**src/rtl/calc_pkg.sv**
```systemverilog
// calc_pkg
// Shared definitions for the calculator entry controller: keypad code
// constants, opcode / display-select / FSM state enums and a helper that
// turns an operator key into its opcode.
// Ports: none (package).
package calc_pkg;

  localparam logic [3:0] KEY_ADD  = 4'hA;
  localparam logic [3:0] KEY_SUB  = 4'hB;
  localparam logic [3:0] KEY_MUL  = 4'hC;
  localparam logic [3:0] KEY_CLR  = 4'hD;
  localparam logic [3:0] KEY_EQ   = 4'hE;
  localparam logic [3:0] KEY_NONE = 4'hF;

  typedef enum logic [1:0] {
    OP_ADD = 2'b00,
    OP_SUB = 2'b01,
    OP_MUL = 2'b10
  } opcode_t;

  typedef enum logic [1:0] {
    DISP_A   = 2'b00,
    DISP_B   = 2'b01,
    DISP_RES = 2'b10
  } disp_sel_t;

  typedef enum logic [2:0] {
    ENTER_A,
    ENTER_B,
    ISSUE,
    WAIT_RES,
    SHOW_RES
  } state_t;

  // Operator keys A/B/C map onto add/sub/mul; callers only pass operator keys.
  function automatic opcode_t key_to_op(input logic [3:0] key);
    case (key)
      KEY_SUB: key_to_op = OP_SUB;
      KEY_MUL: key_to_op = OP_MUL;
      default: key_to_op = OP_ADD;
    endcase
  endfunction

endpackage

```
**src/rtl/key_press_detect.sv**
```systemverilog
// key_press_detect
// Turns the level-style scanner code into a one-cycle press strobe. A press
// is a transition from "no key" (4'hF) to any other code; holding a key or
// sliding between codes without releasing produces nothing.
// Ports:
//   clk        - system clock
//   reset      - async active-high reset
//   key_in     - scanner key code, 4'hF when idle
//   press      - registered 1-cycle strobe for a newly pressed key
//   press_code - key code that accompanies the strobe
module key_press_detect
  import calc_pkg::*;
(
  input  logic       clk,
  input  logic       reset,
  input  logic [3:0] key_in,
  output logic       press,
  output logic [3:0] press_code
);

  logic [3:0] prev_key;

  // prev_key tracks key_in unconditionally so a held key is never re-accepted.
  always_ff @(posedge clk or posedge reset) begin
    if (reset) begin
      prev_key   <= KEY_NONE;
      press      <= 1'b0;
      press_code <= KEY_NONE;
    end else begin
      prev_key   <= key_in;
      press      <= (key_in != KEY_NONE) && (prev_key == KEY_NONE);
      press_code <= key_in;
    end
  end

endmodule

```
**src/rtl/calc_entry_ctrl.sv**
```systemverilog
// calc_entry_ctrl
// Collects operand A, an operator and operand B from keypad presses, hands
// the operation to the arithmetic unit over a valid/ready handshake, waits
// for the result pulse and selects what the display shows.
// Ports:
//   clk        - system clock
//   reset      - async active-high reset
//   key_in     - scanner key code (4'hF = no key)
//   op_ready   - arithmetic unit accepts the operation
//   res_valid  - 1-cycle pulse, result available
//   operand_a  - BCD operand A, MS digit at MSBs
//   operand_b  - BCD operand B
//   opcode     - 00 add, 01 sub, 10 mul
//   op_valid   - operation request
//   disp_sel   - 00 show A, 01 show B, 10 show result
//   busy       - high while issuing or waiting for the result
module calc_entry_ctrl
  import calc_pkg::*;
#(
  parameter int DIGITS = 3
)(
  input  logic                clk,
  input  logic                reset,
  input  logic [3:0]          key_in,
  input  logic                op_ready,
  input  logic                res_valid,
  output logic [4*DIGITS-1:0] operand_a,
  output logic [4*DIGITS-1:0] operand_b,
  output logic [1:0]          opcode,
  output logic                op_valid,
  output logic [1:0]          disp_sel,
  output logic                busy
);

  localparam int W  = 4 * DIGITS;
  localparam int CW = $clog2(DIGITS + 1);
  localparam logic [CW-1:0] CNT_MAX = CW'(DIGITS);

  state_t        state;
  logic [CW-1:0] count_a;
  logic [CW-1:0] count_b;
  logic          press;
  logic [3:0]    press_code;
  logic          is_digit;
  logic          is_op;
  logic          is_clr;
  logic          is_eq;

  key_press_detect u_key_press_detect (
    .clk        (clk),
    .reset      (reset),
    .key_in     (key_in),
    .press      (press),
    .press_code (press_code)
  );

  assign is_digit = press && (press_code <= 4'h9);
  assign is_op    = press && (press_code == KEY_ADD || press_code == KEY_SUB ||
                              press_code == KEY_MUL);
  assign is_clr   = press && (press_code == KEY_CLR);
  assign is_eq    = press && (press_code == KEY_EQ);

  // Single FSM block: every output is a register updated alongside the state.
  always_ff @(posedge clk or posedge reset) begin
    if (reset) begin
      state     <= ENTER_A;
      operand_a <= '0;
      operand_b <= '0;
      count_a   <= '0;
      count_b   <= '0;
      opcode    <= OP_ADD;
      op_valid  <= 1'b0;
      disp_sel  <= DISP_A;
      busy      <= 1'b0;
    end else begin
      case (state)
        ENTER_A: begin
          if (is_clr) begin
            operand_a <= '0;
            operand_b <= '0;
            count_a   <= '0;
            count_b   <= '0;
            opcode    <= OP_ADD;
          end else if (is_digit) begin
            // Saturate at DIGITS: extra digits are dropped rather than shifted out.
            if (count_a != CNT_MAX) begin
              operand_a <= {operand_a[W-5:0], press_code};
              count_a   <= count_a + 1'b1;
            end
          end else if (is_op && count_a != '0) begin
            opcode   <= key_to_op(press_code);
            disp_sel <= DISP_B;
            state    <= ENTER_B;
          end
        end

        ENTER_B: begin
          if (is_clr) begin
            operand_a <= '0;
            operand_b <= '0;
            count_a   <= '0;
            count_b   <= '0;
            opcode    <= OP_ADD;
            disp_sel  <= DISP_A;
            state     <= ENTER_A;
          end else if (is_digit) begin
            if (count_b != CNT_MAX) begin
              operand_b <= {operand_b[W-5:0], press_code};
              count_b   <= count_b + 1'b1;
            end
          end else if (is_op && count_b == '0) begin
            // Operator can still be changed until B has its first digit.
            opcode <= key_to_op(press_code);
          end else if (is_eq && count_b != '0) begin
            op_valid <= 1'b1;
            busy     <= 1'b1;
            state    <= ISSUE;
          end
        end

        ISSUE: begin
          if (op_ready) begin
            op_valid <= 1'b0;
            state    <= WAIT_RES;
          end
        end

        WAIT_RES: begin
          if (res_valid) begin
            busy     <= 1'b0;
            disp_sel <= DISP_RES;
            state    <= SHOW_RES;
          end
        end

        SHOW_RES: begin
          if (is_clr) begin
            operand_a <= '0;
            operand_b <= '0;
            count_a   <= '0;
            count_b   <= '0;
            opcode    <= OP_ADD;
            disp_sel  <= DISP_A;
            state     <= ENTER_A;
          end else if (is_digit) begin
            // A digit after a result starts a fresh calculation with that digit.
            operand_a <= {{(W-4){1'b0}}, press_code};
            operand_b <= '0;
            count_a   <= CW'(1);
            count_b   <= '0;
            disp_sel  <= DISP_A;
            state     <= ENTER_A;
          end
        end

        default: state <= ENTER_A;
      endcase
    end
  end

endmodule

```
**config.mk**
```make
export PLATFORM = sky130hd
export DESIGN_NAME = calc_entry_ctrl
export DESIGN_NICKNAME = d
export VERILOG_FILES = /design/src/rtl/calc_pkg.sv /design/src/rtl/key_press_detect.sv /design/src/rtl/calc_entry_ctrl.sv
export SDC_FILE = /design/constraint.sdc
export NUM_CORES = 1
export LEC_CHECK = 0
export ABC_AREA = 1
export BUFFER_PORTS_ARGS = -buffer_cell sky130_fd_sc_hd__buf_2
export CORE_UTILIZATION = 56
export DETAILED_ROUTE_END_ITERATION = 16
export PLACE_DENSITY = 0.78
export SYNTH_ARGS = -nofsm -noshare
export SYNTH_HDL_FRONTEND = slang
export SYNTH_HIERARCHICAL = 1
export SYNTH_SLANG_ARGS = --single-unit
```
**constraint.sdc**
```tcl
create_clock -name clk -period 1.9 [get_ports clk]
set_input_delay 0.095 -clock clk [delete_from_list [all_inputs] [get_ports clk]]
set_output_delay 0.095 -clock clk [all_outputs]
set_load 0.1 [all_outputs]
```
==> run_summary.xml, run 1 <==
<?xml version="1.0" encoding="UTF-8"?>
<metrics>
  <group name="hold_path">
    <metric name="holdCritPathClass" unit="">in2reg</metric>
  </group>
  <group name="global_route">
    <metric name="global_route_wire_length_before_repair" unit="um">8350</metric>
    <metric name="antenna_found_initial" unit="">0</metric>
    <metric name="grt-ovfl-total" unit="">0</metric>
    <metric name="grt_start_max_net_pins" unit="">38</metric>
    <metric name="grt_pass1_vias" unit="">1906</metric>
    <metric name="globalRouteTotalUtil" unit="%">25.6</metric>
  </group>
  <group name="route">
    <metric name="final_routed_wirelength_across_all_metal_layers" unit="um">4820</metric>
    <metric name="number_of_drc_violations_after_detailed_routing" unit="">0</metric>
    <metric name="vias" unit="">2014</metric>
    <metric name="routed_len_inst" unit="um">11.9</metric>
    <metric name="vias_per_cell" unit="">4.97</metric>
    <metric name="initialDrtViolationCount" unit="">143</metric>
    <metric name="postRouteAntennaNets" unit="">0</metric>
    <metric name="drtPass1Iterations" unit="">4</metric>
  </group>
  <group name="clock_network">
    <metric name="tritoncts.num_buffers" unit="">5</metric>
    <metric name="clock_sink_count" unit="">42</metric>
    <metric name="worstSkewPairLatency" unit="ns">0.30</metric>
    <metric name="cts_tree" unit="">built</metric>
    <metric name="max_h_tree_level" unit="">2</metric>
    <metric name="cts-root-to-sink-buffers" unit="">2</metric>
    <metric name="clk_pin_slew" unit="ns">0.07</metric>
    <metric name="cts_root_buf" unit="">clkbuf_8</metric>
  </group>
  <group name="cells_and_area">
    <metric name="synthToLayoutAreaGrowth" unit="%">16.9</metric>
    <metric name="final.fill_count" unit="">300</metric>
    <metric name="finish.net_count" unit="">368</metric>
    <metric name="final_cells" unit="">405</metric>
    <metric name="final_layout_size_suffix_gt1_share" unit="%">21.6</metric>
    <metric name="diodes" unit="">0</metric>
    <metric name="utilization_after_layout" unit="%">70.6</metric>
  </group>
  <group name="yosys">
    <metric name="synth.cell_area" unit="um^2">2280</metric>
    <metric name="synth_nets" unit="">321</metric>
    <metric name="syn_area_per_cell" unit="um^2">7.37</metric>
    <metric name="yosys.cell_types.count" unit="">27</metric>
    <metric name="ys_ff_latch" unit="">42</metric>
    <metric name="yosys_warnings" unit="">6</metric>
    <metric name="proportion_of_synthesized_chip_area_in_sequential_cells" unit="%">46.3</metric>
    <metric name="postSynthCellCount" unit="">309</metric>
  </group>
  <group name="timing">
    <metric name="final.min_clock_period" unit="ns">1.74</metric>
    <metric name="max-slew-margin-rel" unit="%">67.6</metric>
    <metric name="fin_crit_sh" unit="%">91.4</metric>
    <metric name="worst_margin_slew" unit="ns">0.490</metric>
    <metric name="max_freq" unit="GHz">0.576</metric>
    <metric name="tns" unit="ns">0</metric>
    <metric name="final.setup_skew" unit="ns">0.00301</metric>
    <metric name="report.final.slew_viol_count" unit="">0</metric>
    <metric name="timing.final.setup_violations" unit="">0</metric>
    <metric name="hold_viol_final" unit="">0</metric>
    <metric name="holdWs" unit="ns">0.0776</metric>
    <metric name="grt_setup_unrepaired" unit="">true</metric>
  </group>
  <group name="floorplan">
    <metric name="design.die.area" unit="um^2">4330</metric>
    <metric name="die_width" unit="um">65.8</metric>
    <metric name="dieHeight" unit="um">65.8</metric>
    <metric name="cell_row_count" unit="">22</metric>
    <metric name="design.portCount" unit="">38</metric>
    <metric name="initial_core_utilization" unit="%">60.4</metric>
    <metric name="area_of_the_placeable_core" unit="um^2">3770</metric>
  </group>
  <group name="job">
    <metric name="maxCapViolCount" unit="">0</metric>
  </group>
  <group name="worst_setup_path">
    <metric name="worst-r2r-setup-slack" unit="ns">0.16</metric>
    <metric name="cp_data_required_time" unit="ns">2.14</metric>
    <metric name="end_kind" unit="">register</metric>
    <metric name="worst_setup_path_start_kind" unit="">register</metric>
    <metric name="timing.setup.critical_path_class" unit="">reg2reg</metric>
    <metric name="critPathMaxFanout" unit="">14</metric>
    <metric name="worst-endpoint-arrival" unit="ns">1.97</metric>
  </group>
  <group name="placement">
    <metric name="hpwl" unit="um">3430</metric>
    <metric name="gp_routability_congestion" unit="">0.846</metric>
    <metric name="port-buffer-count" unit="">37</metric>
    <metric name="dp.cells" unit="">392</metric>
  </group>
  <group name="run_status">
    <metric name="outcome" unit="">completed</metric>
  </group>
</metrics>
[worst max-delay path, cell delays in order (launching register included)]
cell and delay, ns:
dfstp_2 0.58, nand2_2 0.11, nor2_4 0.13, nand2_4 0.09
nand3_2 0.09, nand2_2 0.11, a21oi_4 0.34, nand3_1 0.13
nand2_1 0.09
[final timing paths]
path                                                  startpoint                       end  cells past startpoint
worst max-delay path            u_key_press_detect/press_code[3]              operand_a[5]                      8
worst min-delay path                                   res_valid               disp_sel[1]                      3
worst max register to register  u_key_press_detect/press_code[3]              operand_a[5]                      8
worst min register to register                       disp_sel[1]               disp_sel[1]                      2
max in group asynchronous                                  reset             operand_b[11]                      4
min in group asynchronous                                  reset  u_key_press_detect/press                      3
[synthesized netlist by cell type]
cell type	number	area, um^2
o211ai_1	1	7.51
clkbuf_1	3	11.3
or2_1	2	12.5
nand3_1	24	120
o21ai_0	1	5.00
dfrtp_1	38	951
a21boi_0	1	7.51
nor2_4	3	33.8
nor3_1	1	5.00
nand3b_1	1	7.51
nand3_2	3	30.0
nand2_4	2	22.5
clkinv_1	2	7.51
nand2_1	135	507
nand4_1	5	31.3
nor2_2	2	12.5
buf_2	1	5.00
a21oi_4	1	16.3
a21oi_2	1	8.76
nor2_1	38	143
nand2_2	4	25.0
dfstp_2	4	105
buf_4	1	7.51
buf_6	4	45.0
ha_1	4	50.1
inv_2	6	22.5
inv_1	21	78.8
[cells by family (layout without fill, tap and decap cells)]
logic type	count (synthesis)	after routing	synth area share, %
fa+ha+maj	4	4	2.20
compound gates	5	5	1.98
flops	42	42	46.3
buf+inv	38	86	7.80
simple gates	220	220	41.7
[placed cells by master (no fill, tap or decap), drive strengths merged, types with 3 or more instances in the layout]
master,count
buf,44
clkbuf,7
clkinv,3
dfrtp,38
dfstp,4
dlygate4sd3,5
ha,4
inv,27
nand2,141
nand3,27
nand4,5
nor2,43
[cell type report]
type	instances	area (um^2)	share of cell area (%)
tap	48	60.1	2.25
clock inverter	1	5.00	0.188
timing repair buffer	49	288	10.8
sequential	42	1060	39.6
clock buffer	7	86.3	3.24
inverter	29	109	4.09
multi-input combinational	229	1060	39.8
[flip-flops by register name, summed over array words and instances, names as in the netlist, 2 cells and up]
signal,count
operand_a,12
operand_b,12
count_a,2
opcode,2
state,3
u_key_press_detect/press_code,4
count_b,2
disp_sel,2
[routing by layer]
layer / global-route usage [%] / share of wire, %
met1: 31.2 / 46
met2: 44.0 / 49
met3: 5.86 / 3.8
met4: 8.70 / 1.4
met5: 0 / 0
[metrics by stage]
step	cell area, um^2	setup WS [ns]
finish	2660	0.163
global route	2660	-0.00917
CTS	2650	0.127
detailed placement	2510	0.139
global placement	2510	0.187
floorplan	2280	0.304
[timing repair]
action	in CTS	in global routing
endpoints found under the setup margin	0	3
setup buffers	0	0
endpoints found under the hold margin	46	0
gates resized for setup	0	2
hold buffers	5	0
Power of run 1 is left out: the tool's default activity adds up to more than one toggle a clock period on the data nets, which glitch-free logic cannot reach.
==> run 2, diff against run 1 <==
CORE_ASPECT_RATIO = 1.75   (was not set)
==> run 2 against run 1 <==
Core utilization is 1.3 points lower; final area is 0.70% higher; hold slack better by 0.023 ns; first-iteration DRC count is 66% lower; flip-flop and latch count is the same; largest cell class unchanged; critical path type unchanged; critical path depth up 1; count of clock-buffer cells in the layout did not move; global-route usage increased by 0.26 points; setup slack worse by 0.041 ns; wire length up 7.4%.
==> run_summary.xml, run 2 (synthesis gave the netlist of run 1 again) <==
<?xml version="1.0" encoding="UTF-8"?>
<metrics>
  <group name="run_status">
    <metric name="outcome" unit="">completed</metric>
  </group>
  <group name="floorplan">
    <metric name="die_width" unit="um">50.2</metric>
    <metric name="area_of_the_placeable_core" unit="um^2">3870</metric>
    <metric name="design.die.area" unit="um^2">4340</metric>
    <metric name="cell_row_count" unit="">30</metric>
    <metric name="initial_core_utilization" unit="%">58.9</metric>
    <metric name="design.portCount" unit="">38</metric>
    <metric name="dieHeight" unit="um">86.4</metric>
  </group>
  <group name="global_route">
    <metric name="grt_start_max_net_pins" unit="">38</metric>
    <metric name="grt-ovfl-total" unit="">0</metric>
    <metric name="grt_pass1_vias" unit="">1952</metric>
    <metric name="global_route_wire_length_before_repair" unit="um">8480</metric>
    <metric name="antenna_found_initial" unit="">0</metric>
    <metric name="globalRouteTotalUtil" unit="%">25.8</metric>
  </group>
  <group name="route">
    <metric name="vias" unit="">2083</metric>
    <metric name="detail_route.wirelength.met1" unit="um">2100</metric>
    <metric name="initialDrtViolationCount" unit="">48</metric>
    <metric name="routed_len_inst" unit="um">12.7</metric>
    <metric name="number_of_drc_violations_after_detailed_routing" unit="">0</metric>
    <metric name="dr_wl_met2" unit="um">2760</metric>
    <metric name="drtPass1Iterations" unit="">4</metric>
    <metric name="highest-signal-layer" unit="">met4</metric>
    <metric name="postRouteAntennaNets" unit="">0</metric>
    <metric name="vias_per_cell" unit="">5.13</metric>
    <metric name="final_routed_wirelength_across_all_metal_layers" unit="um">5180</metric>
    <metric name="routed-wl-met3" unit="um">167</metric>
  </group>
  <group name="job">
    <metric name="maxCapViolCount" unit="">0</metric>
  </group>
  <group name="cells_and_area">
    <metric name="final_layout_size_suffix_gt1_share" unit="%">21.8</metric>
    <metric name="finish.net_count" unit="">370</metric>
    <metric name="final.fill_count" unit="">357</metric>
    <metric name="reg_area" unit="um^2">1060</metric>
    <metric name="layout_top_registers" unit="">operand_a: 12 flops, operand_b: 12 flops, u_key_press_detect/press_code: 4 flops</metric>
    <metric name="layout_common_cells" unit="">nand2_1 (135), dfrtp_1 (38), nor2_1 (37), buf_2 (37), nand3_1 (24)</metric>
    <metric name="synthToLayoutAreaGrowth" unit="%">17.7</metric>
    <metric name="diodes" unit="">0</metric>
    <metric name="multiInputGateArea" unit="um^2">1060</metric>
    <metric name="mostFrequentLayoutCell" unit="">nand2_1</metric>
    <metric name="finalInstanceArea" unit="um^2">2680</metric>
  </group>
  <group name="clock_network">
    <metric name="max_h_tree_level" unit="">2</metric>
    <metric name="clk_pin_slew" unit="ns">0.08</metric>
    <metric name="clock_sink_count" unit="">42</metric>
    <metric name="cts-root-to-sink-buffers" unit="">2</metric>
    <metric name="tritoncts.num_buffers" unit="">5</metric>
    <metric name="cts_root_buf" unit="">clkbuf_8</metric>
    <metric name="cts_tree" unit="">built</metric>
    <metric name="worstSkewPairLatency" unit="ns">0.29</metric>
  </group>
  <group name="worst_setup_path">
    <metric name="worst-endpoint-arrival" unit="ns">1.97</metric>
    <metric name="cp_data_required_time" unit="ns">2.09</metric>
    <metric name="worst_path_dominant_cell_family" unit="">simple AND/OR/NAND/NOR gates</metric>
    <metric name="end_kind" unit="">register</metric>
    <metric name="crit_top_cell" unit="">nand2_1</metric>
    <metric name="cp_slowest_stage_delay" unit="ns">0.45</metric>
    <metric name="worstPathCellList" unit="">nor2_1 &gt; nand2_1 &gt; nor2_4 &gt; inv_2 &gt; nand2_2 &gt; nor2_4 &gt; buf_12 &gt; nand2_1 &gt; nand2_1</metric>
    <metric name="timing.critical_path.buf_inv" unit="">2</metric>
    <metric name="critPathMaxFanout" unit="">14</metric>
    <metric name="timing.setup.critical_path_class" unit="">reg2reg</metric>
    <metric name="critPathSlowestCell" unit="">dfrtp_1</metric>
    <metric name="worst_setup_path_start_kind" unit="">register</metric>
  </group>
  <group name="timing">
    <metric name="holdWs" unit="ns">0.100</metric>
    <metric name="final.setup_skew" unit="ns">0.00503</metric>
    <metric name="max_freq" unit="GHz">0.563</metric>
    <metric name="worst_margin_slew" unit="ns">0.493</metric>
    <metric name="grt_setup_unrepaired" unit="">false</metric>
    <metric name="tns" unit="ns">0</metric>
    <metric name="report.final.slew_viol_count" unit="">0</metric>
    <metric name="max-slew-margin-rel" unit="%">67.3</metric>
    <metric name="final.min_clock_period" unit="ns">1.78</metric>
    <metric name="fin_crit_sh" unit="%">93.5</metric>
    <metric name="timing.final.setup_violations" unit="">0</metric>
    <metric name="hold_viol_final" unit="">0</metric>
  </group>
  <group name="placement">
    <metric name="hpwl" unit="um">3540</metric>
    <metric name="gp_routability_congestion" unit="">0.888</metric>
    <metric name="port-buffer-count" unit="">37</metric>
    <metric name="dpl_cell_area" unit="um^2">2510</metric>
  </group>
  <group name="hold_path">
    <metric name="holdCritPathClass" unit="">in2reg</metric>
  </group>
</metrics>
==> run 2: cell types whose count changed in the layout (fill, tap and decap cells not counted), sizes merged <==
cell,before,now
clkinv,3,2
buf,44,46
==> run 2: layout make-up <==
type                            count  share of cell area (%)
Multi-Input combinational cell    229                    39.6
Sequential cell                    42                    39.4
Timing Repair Buffer               51                    11.9
Inverter                           29                    4.06
Clock buffer                        7                    2.85
Tap cell                           48                    2.24
==> run 2: worst paths after layout <==
check	startpoint	endpoint	slack, ns	cells past startpoint
max	state[0]	operand_b[4]	0.12	9
min	res_valid	disp_sel[1]	0.10	3
max reg2reg	state[0]	operand_b[4]	0.12	9
min reg2reg	disp_sel[1]	disp_sel[1]	0.47	2
max in group asynchronous	reset	operand_a[6]	1.11	4
min in group asynchronous	reset	u_key_press_detect/press	0.24	3
==> run 2: through the flow <==
stage / utilization [%] / std cells / worst slack, ns
floorplan: - / 309 / 0.304
global placement: 65.0 / 393 / 0.185
detailed placement: 65.0 / 393 / 0.0962
CTS: 68.3 / 405 / 0.0909
global route: 69.4 / 406 / 0.00108
finish: 69.4 / 406 / 0.123
==> run 2: worst reg2reg max path: stages, from the launching register on <==
cell	delay, ns
dfrtp_1	0.45
nor2_1	0.33
nand2_1	0.19
nor2_4	0.22
inv_2	0.08
nand2_2	0.10
nor2_4	0.05
buf_12	0.14
nand2_1	0.06
nand2_1	0.05
==> run 2: what timing repair did <==
| action | 4_1_cts | 5_1_grt |
|---|---|---|
| endpoints found under the setup margin | 0 | 25 |
| resized for setup | 0 | 4 |
| endpoints found under the hold margin | 46 | 0 |
| hold buffers | 5 | 0 |
| setup buffers | 0 | 1 |
==> run 2: per-layer routing <==
metal / vias to the layer above / track usage (%)
met1: 974 / 30.7
li1: 1044 / -
met2: 51 / 45.2
met4: 0 / 10.9
met5: - / 0
met3: 14 / 4.04
Power of run 2 is left out for the same reason.
